`config.mk`:
```
export PLATFORM = sky130hd
export DESIGN_NAME = alu_op_sequencer
export DESIGN_NICKNAME = d
export VERILOG_FILES = /design/src/rtl/alu_pkg.sv /design/src/rtl/alu_seq_regfile.sv /design/src/rtl/alu_op_sequencer.sv
export SDC_FILE = /design/constraint.sdc
export NUM_CORES = 1
export LEC_CHECK = 0
export CORE_MARGIN = 3
export CORE_UTILIZATION = 30
export DETAILED_ROUTE_END_ITERATION = 8
export GPL_TIMING_DRIVEN = 1
export MAX_ROUTING_LAYER = met4
export PLACE_DENSITY = 0.51
export SKIP_CTS_REPAIR_TIMING = 1
export SLEW_MARGIN = 15
export SYNTH_ARGS = -nofsm -noshare
export SYNTH_HDL_FRONTEND = slang
export SYNTH_SLANG_ARGS = --single-unit
export TNS_END_PERCENT = 50
```
`constraint.sdc`:
```
create_clock -name clk -period 3.6 [get_ports clk]
set_input_delay 0.54 -clock clk [delete_from_list [all_inputs] [get_ports clk]]
set_output_delay 0.54 -clock clk [all_outputs]
set_load 0.05 [all_outputs]
```
`src/rtl/alu_pkg.sv`:
```
// Shared definitions for the ALU opcode sequencer: opcodes,
// instruction field offsets and the sequencer state type.
package alu_pkg;

    localparam int ALU_DW = 4;
    localparam int ALU_RW = 2;
    localparam int ALU_IW = 4 + 3 * ALU_RW + 2 + ALU_DW;

    localparam logic [3:0] OP_NOT  = 4'h0;
    localparam logic [3:0] OP_SUB  = 4'h1;
    localparam logic [3:0] OP_ADD  = 4'h2;
    localparam logic [3:0] OP_AND  = 4'h3;
    localparam logic [3:0] OP_OR   = 4'h4;
    localparam logic [3:0] OP_XOR  = 4'h5;
    localparam logic [3:0] OP_XNOR = 4'h6;
    localparam logic [3:0] OP_MUL  = 4'h7;
    localparam logic [3:0] OP_DIV  = 4'h8;
    localparam logic [3:0] OP_SHL1 = 4'h9;
    localparam logic [3:0] OP_SHR1 = 4'hA;
    localparam logic [3:0] OP_INC  = 4'hB;
    localparam logic [3:0] OP_DEC  = 4'hC;
    localparam logic [3:0] OP_LAST = 4'hC;

    localparam int F_IMM_LSB = 0;
    localparam int F_CIN_BIT = ALU_DW;
    localparam int F_UIMM_BIT = ALU_DW + 1;
    localparam int F_RB_LSB = ALU_DW + 2;
    localparam int F_RA_LSB = ALU_DW + 2 + ALU_RW;
    localparam int F_RD_LSB = ALU_DW + 2 + 2 * ALU_RW;
    localparam int F_OP_LSB = ALU_DW + 2 + 3 * ALU_RW;

    typedef enum logic [1:0] {
        S_IDLE,
        S_ISSUE,
        S_CAPTURE,
        S_RESP
    } state_t;

endpackage

```
`src/rtl/alu_seq_regfile.sv`:
```
// Small register file: two combinational read ports, a debug read
// port and one synchronous write port, cleared by async reset.
module alu_seq_regfile #(
    parameter int DW = 4,
    parameter int RW = 2
) (
    input  logic          clk,
    input  logic          rst_n,
    input  logic          i_we,
    input  logic [RW-1:0] i_waddr,
    input  logic [DW-1:0] i_wdata,
    input  logic [RW-1:0] i_raddr_a,
    input  logic [RW-1:0] i_raddr_b,
    input  logic [RW-1:0] i_dbg_sel,
    output logic [DW-1:0] o_rdata_a,
    output logic [DW-1:0] o_rdata_b,
    output logic [DW-1:0] o_dbg_data
);

    logic [DW-1:0] r_mem [2**RW];

    always_ff @(posedge clk or negedge rst_n) begin
        if (!rst_n) begin
            for (int i = 0; i < 2**RW; i++) begin
                r_mem[i] <= '0;
            end
        end else if (i_we) begin
            r_mem[i_waddr] <= i_wdata;
        end
    end

    assign o_rdata_a  = r_mem[i_raddr_a];
    assign o_rdata_b  = r_mem[i_raddr_b];
    assign o_dbg_data = r_mem[i_dbg_sel];

endmodule

```
`src/rtl/alu_op_sequencer.sv`:
```
// Initiator side of the 4-bit ALU opcode interface: accepts an
// instruction, drives the external ALU, writes back and responds.
module alu_op_sequencer
    import alu_pkg::*;
#(
    parameter int DW = ALU_DW,
    parameter int RW = ALU_RW,
    localparam int IW = 4 + 3 * RW + 2 + DW
) (
    input  logic          clk,
    input  logic          rst_n,
    input  logic          in_valid,
    output logic          in_ready,
    input  logic [IW-1:0] in_instr,
    output logic [3:0]    alu_f,
    output logic [DW-1:0] alu_a,
    output logic [DW-1:0] alu_b,
    output logic [DW-1:0] alu_cin,
    input  logic [DW-1:0] alu_d,
    output logic          out_valid,
    input  logic          out_ready,
    output logic [DW-1:0] out_data,
    output logic [RW-1:0] out_rd,
    output logic          out_err,
    input  logic [RW-1:0] dbg_sel,
    output logic [DW-1:0] dbg_data
);

    state_t        r_state;
    state_t        w_next;
    logic [3:0]    r_f;
    logic [DW-1:0] r_a;
    logic [DW-1:0] r_b;
    logic [DW-1:0] r_cin;
    logic [DW-1:0] r_data;
    logic [RW-1:0] r_rd;
    logic          r_err;

    logic [3:0]    w_op;
    logic [RW-1:0] w_rd;
    logic [RW-1:0] w_ra;
    logic [RW-1:0] w_rb;
    logic          w_uimm;
    logic          w_cin;
    logic [DW-1:0] w_imm;
    logic [DW-1:0] w_rda;
    logic [DW-1:0] w_rdb;
    logic [DW-1:0] w_opb;
    logic          w_rej;
    logic          w_acc;
    logic          w_we;

    assign w_op   = in_instr[F_OP_LSB +: 4];
    assign w_rd   = in_instr[F_RD_LSB +: RW];
    assign w_ra   = in_instr[F_RA_LSB +: RW];
    assign w_rb   = in_instr[F_RB_LSB +: RW];
    assign w_uimm = in_instr[F_UIMM_BIT];
    assign w_cin  = in_instr[F_CIN_BIT];
    assign w_imm  = in_instr[F_IMM_LSB +: DW];

    assign w_opb = w_uimm ? w_imm : w_rdb;
    // Illegal opcodes and divide-by-zero never reach the ALU
    assign w_rej = (w_op > OP_LAST) || ((w_op == OP_DIV) && (w_opb == '0));
    assign w_acc = in_valid && (r_state == S_IDLE);

    alu_seq_regfile #(
        .DW(DW),
        .RW(RW)
    ) u_regfile (
        .clk       (clk),
        .rst_n     (rst_n),
        .i_we      (w_we),
        .i_waddr   (r_rd),
        .i_wdata   (alu_d),
        .i_raddr_a (w_ra),
        .i_raddr_b (w_rb),
        .i_dbg_sel (dbg_sel),
        .o_rdata_a (w_rda),
        .o_rdata_b (w_rdb),
        .o_dbg_data(dbg_data)
    );

    always_ff @(posedge clk or negedge rst_n) begin
        if (!rst_n) begin
            r_state <= S_IDLE;
        end else begin
            r_state <= w_next;
        end
    end

    always_comb begin
        w_next = r_state;
        unique case (r_state)
            S_IDLE: begin
                if (in_valid) begin
                    w_next = w_rej ? S_RESP : S_ISSUE;
                end
            end
            S_ISSUE:   w_next = S_CAPTURE;
            S_CAPTURE: w_next = S_RESP;
            S_RESP: begin
                if (out_ready) begin
                    w_next = S_IDLE;
                end
            end
            default:   w_next = S_IDLE;
        endcase
    end

    always_comb begin
        in_ready  = 1'b0;
        out_valid = 1'b0;
        w_we      = 1'b0;
        unique case (r_state)
            S_IDLE:    in_ready  = 1'b1;
            S_CAPTURE: w_we      = 1'b1;
            S_RESP:    out_valid = 1'b1;
            default:   in_ready  = 1'b0;
        endcase
    end

    always_ff @(posedge clk or negedge rst_n) begin
        if (!rst_n) begin
            r_f    <= '0;
            r_a    <= '0;
            r_b    <= '0;
            r_cin  <= '0;
            r_data <= '0;
            r_rd   <= '0;
            r_err  <= 1'b0;
        end else begin
            if (w_acc) begin
                r_rd <= w_rd;
                if (w_rej) begin
                    r_data <= '0;
                    r_err  <= 1'b1;
                end else begin
                    r_err <= 1'b0;
                    r_f   <= w_op;
                    r_a   <= w_rda;
                    r_b   <= w_opb;
                    r_cin <= {{(DW-1){1'b0}}, w_cin};
                end
            end
            if (r_state == S_CAPTURE) begin
                r_data <= alu_d;
            end
        end
    end

    assign alu_f    = r_f;
    assign alu_a    = r_a;
    assign alu_b    = r_b;
    assign alu_cin  = r_cin;
    assign out_data = r_data;
    assign out_rd   = r_rd;
    assign out_err  = r_err;

endmodule

```
==> results.yml, run 1 <==
run_status:
  outcome: "finished, final reports clean"
clock_tree:
  root_buffer: "clkbuf_8"
  cts_sinks: 38
  clock_path_buffers: 2
  cts_tree: "done"
  cts_made_buffers: 5
  htree_levels: 2
  clkTransAtPathRegs_ns: 0.07
  worstSkewPairLatency_ns: 0.29
yosys:
  synth_seq_area_share_pct: 47.5
  synthCells: 146
  synth_edf_count: 0
  synth_top_area_cell: "dfrtp_1"
  synth_area_leaders: "dfrtp_1 (48%), mux2_2 (14%), mux4_2 (10%)"
  yosysMostFrequentCell: "dfrtp_1"
  syn_area_sq_mm: 0.00200
  yosys.area.top_type_share_pct: 47.5
  ys_seq_elements: 38
  syn_avg_cell_area_sq_um: 13.7
  synthFlopType: "dfrtp_1"
  ys_async_sr_fraction_pct: 100
  netlist-cell-type-count: 33
  yosysWarnings: 0
  synth_top_cells_by_count: "dfrtp_1 (38), mux2_2 (25), mux4_2 (9)"
critical_path:
  end_kind: "primary output"
  crit_chain: "clkdlybuf4s50_1 > mux4_2 > clkdlybuf4s50_1"
  crit_type: "in -> out"
  rrSetupSlack_ns: 1.42
  slowest_delay_ns: 0.72
  rr_endpoint: "out_data[0]"
  crit_top_cell: "clkdlybuf4s50_1"
  reg2reg_depth: 4
  cp.required_ns: 3.06
  arrival_ns: 2.45
  cp-start-kind: "primary input"
  r2r_start: "u_regfile.r_mem[5]"
  crit_path_start: "dbg_sel[0]"
  cp_max_fo: 4
  crit_end: "dbg_data[1]"
  crit_family: "buffers and inverters"
  crit_buf_inv: 2
  worst_path_max_delay_cell: "clkdlybuf4s50_1"
  crit_cells: 3
timing:
  rsz0062_at_grt: "false"
  fmax_mhz: 334
  finalWorstSetupSlack_ns: 0.609
  period_share_pct: 83.1
  worst_slew_pin_slew_ns: 0.862
  drv_slew: 0
  finalClockSkew_ns: 0.0102
  whs_ns: 0.360
  setup-tns-final_ns: 0
  hold_viol: 0
  setup_viol: 0
  max_slew_margin_pct: 42.6
  period_needed_ns: 2.99
placed_design:
  placed_cell_area_sq_mm: 0.00255
  io_buffers: 51
  gp_congestion: 0.774
  place_ws_ns: 0.570
  placedCellCount: 268
  dp_hpwl_um: 3720
routing:
  wl_um: 4830
  wl_per_cell_um: 17.5
  route.detailed.drc: 0
  vias: 1397
  ant_nets: 0
  vias_per_cell: 5.06
  first_iter_violations: 32
  firstDrtPassIters: 4
global_route:
  grt_overflow: 0
  first_global_vias: 1498
  grt_max_degree: 39
  antenna_found_initial: 0
  grt_pass1_wl_um: 7720
  grt.total_usage_pct: 13.8
finish:
  finalInstanceArea_sq_mm: 0.00270
  stdcell_count: 276
  drive_above_1_share_pct: 26.6
  diodes: 0
  utilization_pct: 42.0
  finalNetCount: 227
  area_growth_pct: 34.7
die:
  ios: 55
  coreArea_sq_mm: 0.00642
  dieArea_sq_mm: 0.00769
  initial_core_util_pct: 31.2
  row_count: 29
  fp.dieW_um: 87.7
  dieHeight_um: 87.7
pwr:
  peakVddDrop_v: 0.000481
  p_leak_nw: 1.10
  powerDensity_mw_per_mm2: 1040
  p_total_mw: 2.80
run:
  max-cap-violations: 0
worst_hold_path:
  holdCritPathClass: "in -> async"
==> placed cells by master, fill, tap and decap left out, types with 2 or more instances in the layout <==
cell type        count
a21oi_1              7
bufinv_16            2
clkbuf_8             6
clkdlybuf4s50_1     50
conb_1               3
dfrtp_1             38
ha_1                 3
inv_1                5
mux2_2              25
mux2_4               8
mux2i_1              7
mux4_2               9
nand2_1              5
nand3_1              2
nand3b_1             2
nor2_1               3
nor2b_1              3
o21ai_0              6
==> routing by layer <==
metal	wire length, um	vias to the layer above	share of wire (%)	GRT usage, %
met1	2180	689	45	17.2
met5	0	-	0	-
li1	-	648	-	-
met4	119	0	2.5	5.30
met3	247	11	5.1	2.92
met2	2280	49	47	21.8
==> worst reg2reg max path, delay by kind of cell, from the launching register on <==
family / cells / cell delay (ns)
AO/OA/AOI/OAI: 2 / 0.83
multiplexers: 2 / 0.77
flip-flops: 1 / 0.43
==> state kept, by name (all words and copies together), names as in the netlist <==
signal	flops
u_regfile.r_mem	16
alu_cin	1
out_data	4
alu_b	4
alu_f	4
out_rd	2
out_err	1
alu_a	4
r_state	2
==> kinds of logic after synthesis <==
group	count (synthesis)	synth area share, %
AOI/OAI and AO/OA	22	7.50
adders and majority gates	3	1.88
buffers and inverters	13	3.81
DFF	38	47.5
muxes	49	33.7
other	1	0.187
and+or+nand+nor	20	5.44
==> where the power goes <==
| part | switching, mW | internal [mW] |
|---|---|---|
| logic | 0.851 | 0.662 |
| clock network | 0.153 | 0.296 |
| registers | 0.187 | 0.648 |
| total | 1.19 | 1.61 |
==> area by class of cell <==
type / count / area, sq um
clock buffers: 6 / 82.6
inverters: 5 / 18.8
multi-input cells: 97 / 982
repair buffers: 51 / 505
well taps: 77 / 96.3
fillers: 594 / 3730
flip-flops and latches: 38 / 951
clock inverters: 2 / 60.1
==> worst min-delay path by stage <==
stage | startpoint | end | slack [ns] | depth (start not counted)
after floorplan | rst_n | alu_a[0] | 0.24 | 0
after global placement | out_err | out_err | 0.49 | 2
after detailed placement | alu_f[1] | alu_f[1] | 0.49 | 1
after CTS | rst_n | alu_f[0] | 0.38 | 1
after global routing | rst_n | out_err | 0.43 | 1
final | rst_n | alu_f[0] | 0.36 | 1
Power figures use the tool's default switching activity.
==> inputs of run 2 (changes only) <==
--- a/config.mk
+++ b/config.mk
@@ -10,7 +10,7 @@
 export DETAILED_ROUTE_END_ITERATION = 8
 export GPL_TIMING_DRIVEN = 1
 export MAX_ROUTING_LAYER = met4
-export PLACE_DENSITY = 0.51
+export PLACE_DENSITY = 0.53
 export SKIP_CTS_REPAIR_TIMING = 1
 export SLEW_MARGIN = 15
 export SYNTH_ARGS = -nofsm -noshare
==> constraint.sdc (replaced) <==
create_clock -name clk -period 2.6 [get_ports clk]
set_input_delay 0.39 -clock clk [delete_from_list [all_inputs] [get_ports clk]]
set_output_delay 0.39 -clock clk [all_outputs]
set_load 0.05 [all_outputs]
==> results.yml, run 2 (synthesis gave the netlist of run 1 again) <==
global_route:
  antenna_found_initial: 0
  grt_overflow: 0
  grt.total_usage_pct: 14.3
  grt_max_degree: 39
  grt_pass1_wl_um: 7960
  first_global_vias: 1555
clock_tree:
  clock_path_buffers: 2
  cts_sinks: 38
  worstSkewPairLatency_ns: 0.29
  cts_made_buffers: 5
  root_buffer: "clkbuf_8"
  cts_tree: "done"
  htree_levels: 2
  clkTransAtPathRegs_ns: 0.07
finish:
  diodes: 0
  regMostFlops: "u_regfile.r_mem"
  area_growth_pct: 34.8
  utilization_pct: 42.0
  finalInstanceArea_sq_mm: 0.00270
  layout_commonest_cell: "clkdlybuf4s50_1"
  drive_above_1_share_pct: 31.4
  largest_register_ffs: 16
  regArea_sq_um: 951
  fillers: 591
  stdcell_count: 284
  multiInputGateArea_sq_um: 982
  finalNetCount: 235
  final_cell_mix: "clkdlybuf4s50_1 (46), dfrtp_1 (38), mux2_2 (25), buf_4 (12), mux4_2 (9)"
critical_path:
  arrival_ns: 2.48
  crit_type: "in -> reg"
  slowest_delay_ns: 0.57
  worst_path_max_delay_cell: "clkdlybuf4s50_1"
  cp_max_fo: 14
  rr_endpoint: "alu_f[0]"
  r2r_start: "u_regfile.r_mem[1]"
  crit_end: "alu_f[0]"
  crit_buf_inv: 1
  rrSetupSlack_ns: 0.52
  crit_family: "multiplexers"
  cp-start-kind: "primary input"
  cp.required_ns: 2.77
  crit_chain: "clkdlybuf4s50_1 > mux2_2 > nor4_1 > a211oi_1 > o31a_4 > mux2_4"
  reg2reg_depth: 4
  crit_cells: 6
  crit_path_start: "in_instr[7]"
  end_kind: "flip-flop"
timing:
  max_slew_margin_pct: 44.0
  hold_viol: 0
  setup-tns-final_ns: 0
  period_share_pct: 88.7
  finalClockSkew_ns: 0.00430
  worst_slew_pin_slew_ns: 0.840
  drv_slew: 0
  rsz0062_at_grt: "false"
  whs_ns: 0.203
  finalWorstSetupSlack_ns: 0.294
  setup_viol: 0
  fmax_mhz: 434
  period_needed_ns: 2.31
pwr:
  pwr-share-comb_pct: 57.1
  p_total_mw: 3.71
  clkPwrFrac_pct: 11.5
  p_leak_nw: 1.12
  powerDensity_mw_per_mm2: 1370
  power.share.switching_pct: 45.0
  p_switching_mw: 1.67
  p_int_mw: 2.04
  p_seq_share_pct: 31.4
  peakVddDrop_v: 0.000852
run_status:
  outcome: "finished, final reports clean"
die:
  row_count: 29
  fp.dieW_um: 87.7
  coreArea_sq_mm: 0.00642
  ios: 55
  dieArea_sq_mm: 0.00769
  initial_core_util_pct: 31.2
  dieHeight_um: 87.7
routing:
  ant_nets: 0
  vias: 1437
  route.detailed.drc: 0
  firstDrtPassIters: 4
  first_iter_violations: 55
  wl_per_cell_um: 17.2
  wl_um: 4900
  vias_per_cell: 5.06
placed_design:
  placedCellCount: 276
  placed_cell_area_sq_mm: 0.00260
  gp_congestion: 0.784
  place_ws_ns: -0.0268
  dp_hpwl_um: 3790
  io_buffers: 51
worst_hold_path:
  holdCritPathClass: "in -> async"
run:
  max-cap-violations: 0
## run 2: cell count changes in the layout (fill, tap and decap cells not counted), sizes merged
| cell | before | now |
|---|---|---|
| buf | 1 | 13 |
| bufinv | 2 | 0 |
| clkdlybuf4s50 | 50 | 46 |
| clkinv | 0 | 1 |
| clkinvlp | 0 | 1 |
## run 2: area by class of cell
type | instances | share of cell area, %
clock buffer | 6 | 3.06
clock inverter | 2 | 0.464
inverter | 5 | 0.695
multi-input combinational | 97 | 36.4
sequential | 38 | 35.2
tap | 77 | 3.57
timing repair buffer | 59 | 20.6
## run 2: worst register-to-register path, cell delays in order (launching register included)
cell and delay [ns]:
dfrtp_1 0.43, mux4_2 0.48, mux2_4 0.29, o31a_4 0.44, mux2_4 0.33
## run 2: power groups by stage
stage	clock network, mW	registers [mW]	logic, mW
floorplan	0	1.64	0.982
global placement	0	1.15	2.11
detailed placement	0	1.17	2.14
CTS	0.447	1.17	2.15
global route	0.472	1.21	2.25
finish	0.425	1.16	2.12
## run 2: how the worst min path moves through the flow
| stage | from | endpoint | slack, ns |
|---|---|---|---|
| after global routing | rst_n | r_state[0] | 0.27 |
| after detailed placement | alu_b[1] | alu_b[1] | 0.49 |
| final | rst_n | alu_f[0] | 0.20 |
| after global placement | alu_b[2] | alu_b[2] | 0.49 |
| after floorplan | rst_n | alu_a[0] | 0.09 |
| after CTS | rst_n | r_state[0] | 0.24 |
## run 2: per-layer routing
| layer | vias to the layer above | global-route usage (%) | part of all wire, % |
|---|---|---|---|
| met4 | 0 | 4.04 | 0.84 |
| met1 | 725 | 18.3 | 46 |
| met3 | 5 | 3.76 | 5.9 |
| met2 | 46 | 22.5 | 48 |
| met5 | - | - | 0 |
| li1 | 661 | - | - |
==> RTL edit: new RTL, flow settings as in run 2 <==
`ALU_DW`: 4 -> 5.
--- a/src/rtl/alu_pkg.sv
+++ b/src/rtl/alu_pkg.sv
@@ -2,7 +2,7 @@
 // instruction field offsets and the sequencer state type.
 package alu_pkg;
 
-    localparam int ALU_DW = 4;
+    localparam int ALU_DW = 5;
     localparam int ALU_RW = 2;
     localparam int ALU_IW = 4 + 3 * ALU_RW + 2 + ALU_DW;
 
Ports: changed (7 resized); port bits go from 55 to 62. No check against the original RTL was run, so the function may have changed too.
==> RTL edit against run 2 <==
Largest cell class unchanged; sequential cell count grew 7; final area grew 23%; wire length grew 20%; setup slack lost 0.044 ns; critical endpoint is now in_ready; clock power grew 13%; area after synthesis grew 25%; total power grew 17%; the flow now finishes with violations (hold timing); via count grew 23%; critical path type is now flop to output port; largest power group unchanged.
==> RTL edit: results (changes against run 2) <==
* Max FFs per register at 20 (+4)
* Proportion of layout cells with a drive suffix above 1 at 0.320 (+0.00630)
* Hold Vio Cnt, Final at 6 (+6)
* Initial antenna violation count at 0 (unchanged)
* Crit-path slowest cell: clkdlybuf4s50_1
* Vias at 1767 (+23%)
* GPL Wtd Cong at 0.768 (-2.0%)
* Wire length on met3 at 207 µm (-29%)
* Drt first pass iters at 4 (unchanged)
* Worst slew margin at 0.661 (+0.221)
* First-pass GRT wire length at 9900 µm (+24%)
* Ys Warns at 0 (unchanged)
* Number of global-route vias before repair at 1847 (+19%)
* Root buf cell: clkbuf_8
* Top cells by area, synth: dfrtp_1 (45%), mux2_2 (13%), mux4_2 (11%), mux2_4 (4.8%), mux2i_1 (2.4%)
* Sequential fraction of the synthesis area at 0.450 (-0.0245)
* CP peak stage delay at 0.85 ns (+0.28 ns)
* Layout net count at 286 (+22%)
* Largest net degree at the start of global routing at 30 (-23%)
* Max VDD drop at 0.450 mV (-47%)
* Post-synth top cells: dfrtp_1 (45), mux2_2 (28), mux4_2 (12)
* HP Class: input port to asynchronous set/reset pin
* Met2 wire length at 2780 µm (+19%)
* Crit-path leading delay family: buffers and inverters
* Met1 wire length at 2840 µm (+27%)
* Failing checks: hold timing
* Reg clk slew, reported paths at 0.09 ns (+0.02 ns)
* Clk_skew at 0.00733 ns (+0.00303 ns)
* Hold WS at -0.00115 ns (-0.204 ns)
* Final HPWL DP at 4450 µm (+17%)
* Port Buffers at 57 (+12%)
* H-tree levels at 2 (unchanged)
* Routed wire length per instance at 16.4 µm (-4.7%)
* Layout fillers at 757 (+28%)
* Leak at 1.36 nW (+21%)
* # diodes at 0 (unchanged)
* Worst-path maximum fanout at 8 (-6)
* Critical Path AT at 1.96 ns (-0.52 ns)
* 1st-iter DRT viols at 84 (+53%)
* Global Route Usage Sum at 0.134 (-0.00946)
* Status: complete, but fails checks
* Post-synthesis cell type count at 39 (+18%)
RTL edit: cell types whose count changed after synthesis, sizes merged, moves of 4 or more:
cell / change
dfrtp: +7
nand2: +4
a31o: +5
a22o: +4
nor2b: +5
RTL edit: cell type report:
cell class / count / share of cell area
clock inverter: 1 / 0.00151
multi-input combinational: 129 / 0.388
sequential: 45 / 0.340
clock buffer: 7 / 0.0291
timing repair buffer: 68 / 0.196
tap: 102 / 0.0385
inverter: 6 / 0.00680
RTL edit: final timing paths:
kind / end / startpoint / depth (start not counted) / slack, ns
setup reg to reg: r_state[1]$_DFFE_PN0P_ / u_regfile.r_mem[4]$_DFFE_PN0P_ / 5 / 0.57
setup / recovery: in_ready / r_state[1]$_DFFE_PN0P_ / 3 / 0.25
max in group asynchronous: u_regfile.r_mem[1]$_DFFE_PN0P_ / rst_n / 2 / 1.89
min in group clk: alu_a[0]$_DFFE_PN0P_ / alu_a[0]$_DFFE_PN0P_ / 1 / 0.51
hold reg to reg: alu_a[0]$_DFFE_PN0P_ / alu_a[0]$_DFFE_PN0P_ / 1 / 0.51
hold / removal: alu_b[1]$_DFFE_PN0P_ / rst_n / 1 / -0.001
RTL edit: kinds of logic (layout without fill, tap and decap cells):
family,count (synthesis),after routing,share of synthesized area
AOI/OAI and AO/OA,32,32,0.110
adders and majority gates,3,3,0.0150
buffers and inverters,18,82,0.0395
DFF,45,45,0.450
muxes,54,54,0.306
other,1,4,0.00150
and+or+nand+nor,36,36,0.0776
RTL edit: per-stage QoR:
step | setup WS (ns) | std cells | instance area, µm²
floorplan | 0.380 | 192 | 2510
global placement | 0.103 | 350 | 3210
detailed placement | 0.0640 | 350 | 3210
CTS | 0.234 | 358 | 3310
global route | 0.118 | 358 | 3310
finish | 0.250 | 358 | 3310
RTL edit: layer usage:
layer  up-vias  GRT usage
met5         -          -
met4         0     0.0351
met3         7     0.0302
met2        39      0.208
met1       879      0.178
li1        842          -
RTL edit: power by group:
group,internal [mW],switching (mW)
Clock,0.241,0.240
Combinational,1.12,1.37
Sequential,1.05,0.320
Total,2.42,1.93
